$ cat src/rtl/blink_select_n_pkg.sv
// Shared sizing helpers for the blink selector: selector width and per-channel half-periods.
package blink_select_n_pkg;

  function automatic int clog2_f(input int v);
    int r;
    r = 0;
    while ((1 << r) < v) r++;
    return r;
  endfunction

  // Width of a counter or index that must hold values 0..n-1, never narrower than one bit.
  function automatic int min1_width(input int n);
    return (clog2_f(n) < 1) ? 1 : clog2_f(n);
  endfunction

  function automatic int sel_width(input int num_ch);
    return min1_width(num_ch);
  endfunction

  function automatic int ch_limit(input int base_limit, input int k);
    return base_limit >> k;
  endfunction

endpackage

$ cat src/rtl/blink_channel.sv
// One free-running square wave: toggles every LIMIT enabled clocks.
// Output is the toggle flop itself; i_Enable low freezes counter and toggle.
module blink_channel
  import blink_select_n_pkg::*;
#(
  parameter int LIMIT = 2
) (
  input  logic i_Clk,
  input  logic i_Reset,
  input  logic i_Enable,
  output logic o_Toggle
);

  localparam int CNT_W = min1_width(LIMIT);

  logic [CNT_W-1:0] cnt;

  always_ff @(posedge i_Clk or posedge i_Reset) begin
    if (i_Reset) begin
      cnt      <= '0;
      o_Toggle <= 1'b0;
    end else if (i_Enable) begin
      if (cnt == CNT_W'(LIMIT - 1)) begin
        cnt      <= '0;
        o_Toggle <= ~o_Toggle;
      end else begin
        cnt <= cnt + 1'b1;
      end
    end
  end

endmodule

$ cat src/rtl/blink_select_n.sv
// Debounced NUM_CH-way blink selector with runt-free handover; o_LED is one clock behind the toggle.
// No backpressure: selector changes wait for debounce plus a moment when both sources are low.
module blink_select_n
  import blink_select_n_pkg::*;
#(
  parameter int  NUM_CH         = 4,
  parameter int  BASE_LIMIT     = 12500000,
  parameter int  DEBOUNCE_LIMIT = 250000,
  localparam int SEL_W          = sel_width(NUM_CH)
) (
  input  logic             i_Clk,
  input  logic             i_Reset,
  input  logic [SEL_W-1:0] i_Sel,
  input  logic             i_Enable,
  output logic             o_LED,
  output logic [SEL_W-1:0] o_Sel_Active,
  output logic             o_Switching
);

  localparam int DB_W = min1_width(DEBOUNCE_LIMIT);
  localparam int NSRC = 1 << SEL_W;

  logic [NUM_CH-1:0] tog;
  logic [NSRC-1:0]   src_vec;
  logic [SEL_W-1:0]  sync_meta;
  logic [SEL_W-1:0]  sync_sel;
  logic [SEL_W-1:0]  stable_sel;
  logic [DB_W-1:0]   db_cnt;
  logic              cur_src;
  logic              tgt_src;

  for (genvar k = 0; k < NUM_CH; k++) begin : g_ch
    blink_channel #(
      .LIMIT(ch_limit(BASE_LIMIT, k))
    ) u_ch (
      .i_Clk   (i_Clk),
      .i_Reset (i_Reset),
      .i_Enable(i_Enable),
      .o_Toggle(tog[k])
    );
  end

  // Indices past NUM_CH map onto constant-0 "off" sources.
  always_comb begin
    src_vec             = '0;
    src_vec[NUM_CH-1:0] = tog;
  end

  assign cur_src = src_vec[o_Sel_Active];
  assign tgt_src = src_vec[stable_sel];

  always_ff @(posedge i_Clk or posedge i_Reset) begin
    if (i_Reset) begin
      sync_meta    <= '0;
      sync_sel     <= '0;
      stable_sel   <= '0;
      db_cnt       <= '0;
      o_Sel_Active <= '0;
      o_Switching  <= 1'b0;
      o_LED        <= 1'b0;
    end else begin
      sync_meta <= i_Sel;
      sync_sel  <= sync_meta;

      // The counter restarts on the edge where sync_sel takes a new value.
      if (sync_sel == stable_sel || sync_meta != sync_sel) begin
        db_cnt <= '0;
      end else if (db_cnt == DB_W'(DEBOUNCE_LIMIT - 1)) begin
        stable_sel <= sync_sel;
        db_cnt     <= '0;
      end else begin
        db_cnt <= db_cnt + 1'b1;
      end

      if (stable_sel != o_Sel_Active && !cur_src && !tgt_src)
        o_Sel_Active <= stable_sel;

      o_Switching <= (stable_sel != o_Sel_Active);
      o_LED       <= i_Enable & cur_src;
    end
  end

endmodule

$ cat config.mk
export PLATFORM = sky130hd
export DESIGN_NAME = blink_select_n
export DESIGN_NICKNAME = d
export VERILOG_FILES = /design/src/rtl/blink_select_n_pkg.sv /design/src/rtl/blink_channel.sv /design/src/rtl/blink_select_n.sv
export SDC_FILE = /design/constraint.sdc
export NUM_CORES = 1
export LEC_CHECK = 0
export BUFFER_PORTS_ARGS = -buffer_cell sky130_fd_sc_hd__buf_2
export CAP_MARGIN = 5
export CELL_PAD_IN_SITES_DETAIL_PLACEMENT = 2
export CELL_PAD_IN_SITES_GLOBAL_PLACEMENT = 2
export CORE_ASPECT_RATIO = 1.25
export CORE_MARGIN = 4
export CORE_UTILIZATION = 46
export CTS_CLUSTER_SIZE = 16
export DETAILED_ROUTE_END_ITERATION = 8
export PLACE_DENSITY_LB_ADDON = 0.1
export SYNTH_ARGS = -nofsm -noshare
export SYNTH_HDL_FRONTEND = slang
export SYNTH_SLANG_ARGS = --single-unit
$ cat constraint.sdc
create_clock -name i_Clk -period 8.9 [get_ports i_Clk]
set_input_delay 0.445 -clock i_Clk [delete_from_list [all_inputs] [get_ports i_Clk]]
set_output_delay 0.445 -clock i_Clk [all_outputs]
set_load 0.05 [all_outputs]
==> impl_metrics.tcl <==
set metrics [dict create \
    p_per_area_mw_per_mm2 241 \
    netlist_top_cells_area "dfrtp_1 52%, xnor2_1 9.0%, xor2_1 6.1%" \
    first_iter_violations 101 \
    slew_headroom 0.388 \
    wl_um 15600 \
    yosys.area.top_type "dfrtp_1" \
    clock-sinks 122 \
    htreeDepth 4 \
    finalCritPeriodShare 0.279 \
    initial_utilization 0.475 \
    grt_remaining_overflow 0 \
    min_period_ps 2480 \
    start_kind "flop" \
    syn_avg_cell_area_um2 10.7 \
    dp_hpwl_um 9400 \
    ys_ff_latch 122 \
    rsz0062_at_grt "no" \
    die-height_um 134 \
    cp.required_ps 9160 \
    ys_top_cells_by_count "122 x dfrtp_1, 89 x nor2_1, 60 x xnor2_1, 41 x nand2_1, 41 x xor2_1" \
    cts_hold_buf 0 \
    max_slew.worst_pin.slew_ps 913 \
    ys_types 42 \
    die_w_um 109 \
    tns_ps 0 \
    cp.arrival_ps 2740 \
    path_class "reg2reg" \
    hold_slack_ps 139 \
    drt_pass1_iterations 4 \
    cts_buffer_depth 2 \
    power_leakage_nw 2.93 \
    antenna_found_initial 0 \
    rows 45 \
    core_region_area_mm2 0.0123 \
    syn_nets 559 \
    setup_viol_count_final 0 \
    vias 4204 \
    cts_root_buf "clkbuf_16" \
    synth_top_area_share 0.522 \
    grt_pass1_wl_um 26300 \
    crit_path_end_kind "flop" \
    drive_gt1_frac 0.104 \
    cap_violations 0 \
    ys_warn_count 0 \
    fmax_mhz 403 \
    clk_pin_slew_worst_paths_ps 60 \
    grtUsageTotal 0.236 \
    cts_setup_buffers 0 \
    grt_pass1_vias 4946 \
    synth-edff-count 0 \
    yosysMostFrequentCell "dfrtp_1" \
    cts_tree "built" \
    vias_per_cell 5.67 \
    netlist_area_mm2 0.00585 \
    run_status "complete, no violations" \
    pin_count 9 \
    numCtsBuffers 17 \
    antennaDiodeCount 0 \
    final_net_count 575 \
    post_drt_wl_per_cell_um 21.0 \
    fp.dieArea_mm2 0.0146 \
    finalHoldViolCount 0 \
    critPathMaxFanout 13 \
    skew_ps 5.90 \
    slew_viol_final 0 \
    areaGrowthSynthToFinish_pct 13.9 \
    drcViolationCount 0 \
    synth_flop_cell "dfrtp_1" \
    globalplace.congestion 0.774 \
    hold_path_class "in2reg" \
    netlist_instances 549 \
    cts.repair.resized 0 \
    clk_latency_ps 420 \
    async_flop_share 1.00 \
    port_buffers 8 \
    ant_nets 0 \
    ir_worst_vdd_mv 0.151 \
    ys_seq_area_frac 0.522 \
    grt_max_degree 69 \
]
[layer usage]
metal,GRT usage,vias to the layer above,part of all wire
met5,0,-,0
li1,-,1926,-
met1,0.259,2202,0.40
met4,0.105,0,0.028
met2,0.432,44,0.56
met3,0.0448,32,0.017
[final timing paths]
kind,end,slack (ps),start,cells after the start
setup / recovery,g_ch[2].u_ch.o_Toggle$_DFFE_PP0P_,6420,g_ch[2].u_ch.cnt[6]$_DFFE_PP0P_,5
hold / removal,sync_meta[0]$_DFF_PP0_,140,i_Sel[0],1
setup reg to reg,g_ch[2].u_ch.o_Toggle$_DFFE_PP0P_,6420,g_ch[2].u_ch.cnt[6]$_DFFE_PP0P_,5
hold reg to reg,sync_sel[0]$_DFF_PP0_,400,sync_meta[0]$_DFF_PP0_,0
max in group asynchronous,g_ch[3].u_ch.cnt[11]$_DFFE_PP0P_,7470,i_Reset,3
min in group asynchronous,o_Sel_Active[1]$_DFFE_PP0P_,210,i_Reset,2
[registers in the layout, summed over array words and instances, names as in the netlist]
signal              flops
o_Sel_Active            2
g_ch.u_ch.o_Toggle      4
sync_meta               2
sync_sel                2
o_Switching             1
g_ch.u_ch.cnt          90
stable_sel              2
db_cnt                 18
o_LED                   1
[area by class of cell]
type | instances | area [µm²]
Multi-Input combinational cell | 404 | 2690
Clock inverter | 7 | 110
Tap cell | 164 | 205
Clock buffer | 25 | 515
Sequential cell | 122 | 3050
Timing Repair Buffer | 9 | 47.5
Inverter | 11 | 43.8
Fill cell | 1200 | 5660
[power breakdown]
group	total, mW	switching, mW	internal (mW)
combinational	0.165	0.0950	0.0699
clock	0.730	0.247	0.483
sequential	0.710	0.0942	0.615
[per-stage QoR]
| stage | setup slack (ps) | std cells | utilization | cell area [µm²] | total power, mW |
|---|---|---|---|---|---|
| 6_report | 6420 | 742 | 0.541 | 6670 | 1.60 |
| 5_1_grt | 6260 | 742 | 0.541 | 6670 | 1.68 |
| 4_1_cts | 6400 | 742 | 0.541 | 6670 | 1.63 |
| 3_5_place_dp | 6200 | 710 | 0.490 | 6040 | 0.865 |
| 3_3_place_gp | 6370 | 710 | 0.490 | 6040 | 0.846 |
| 2_1_floorplan | 5210 | 549 | - | 5850 | 0.809 |
[worst max-delay path: stages, from the launching register on]
cell and delay [ps]:
dfrtp_1 420, nor4_1 400, nand3_1 120, nor4_1 500, and2_0 720, xor2_1 140
[placed cells by master, fill, tap and decap left out, types with 4 or more instances in the layout]
master / n
inv_1: 10
clkinv_2: 4
ha_1: 5
nor4_4: 5
xnor2_1: 60
clkbuf_8: 6
clkbuf_16: 17
nand2b_1: 5
nor3_1: 12
dfrtp_1: 122
and3_1: 13
nand4_1: 31
and4_1: 9
nand2_1: 41
nor4_1: 9
nand3b_1: 7
nor2_1: 89
buf_2: 8
mux2_2: 4
o21ai_0: 8
xor2_1: 41
mux2i_1: 7
nand3_1: 27
[logic make-up after synthesis]
family	count (synthesis)	share of synthesized area
multiplexers	13	0.0274
XOR/XNOR	101	0.151
AND/OR/NAND/NOR	273	0.260
AO/OA/AOI/OAI	12	0.0111
adder cells (fa/ha/maj)	5	0.0107
buffers and inverters	23	0.0184
flip-flops	122	0.522
Note: power is estimated with default switching activity, not from simulation.
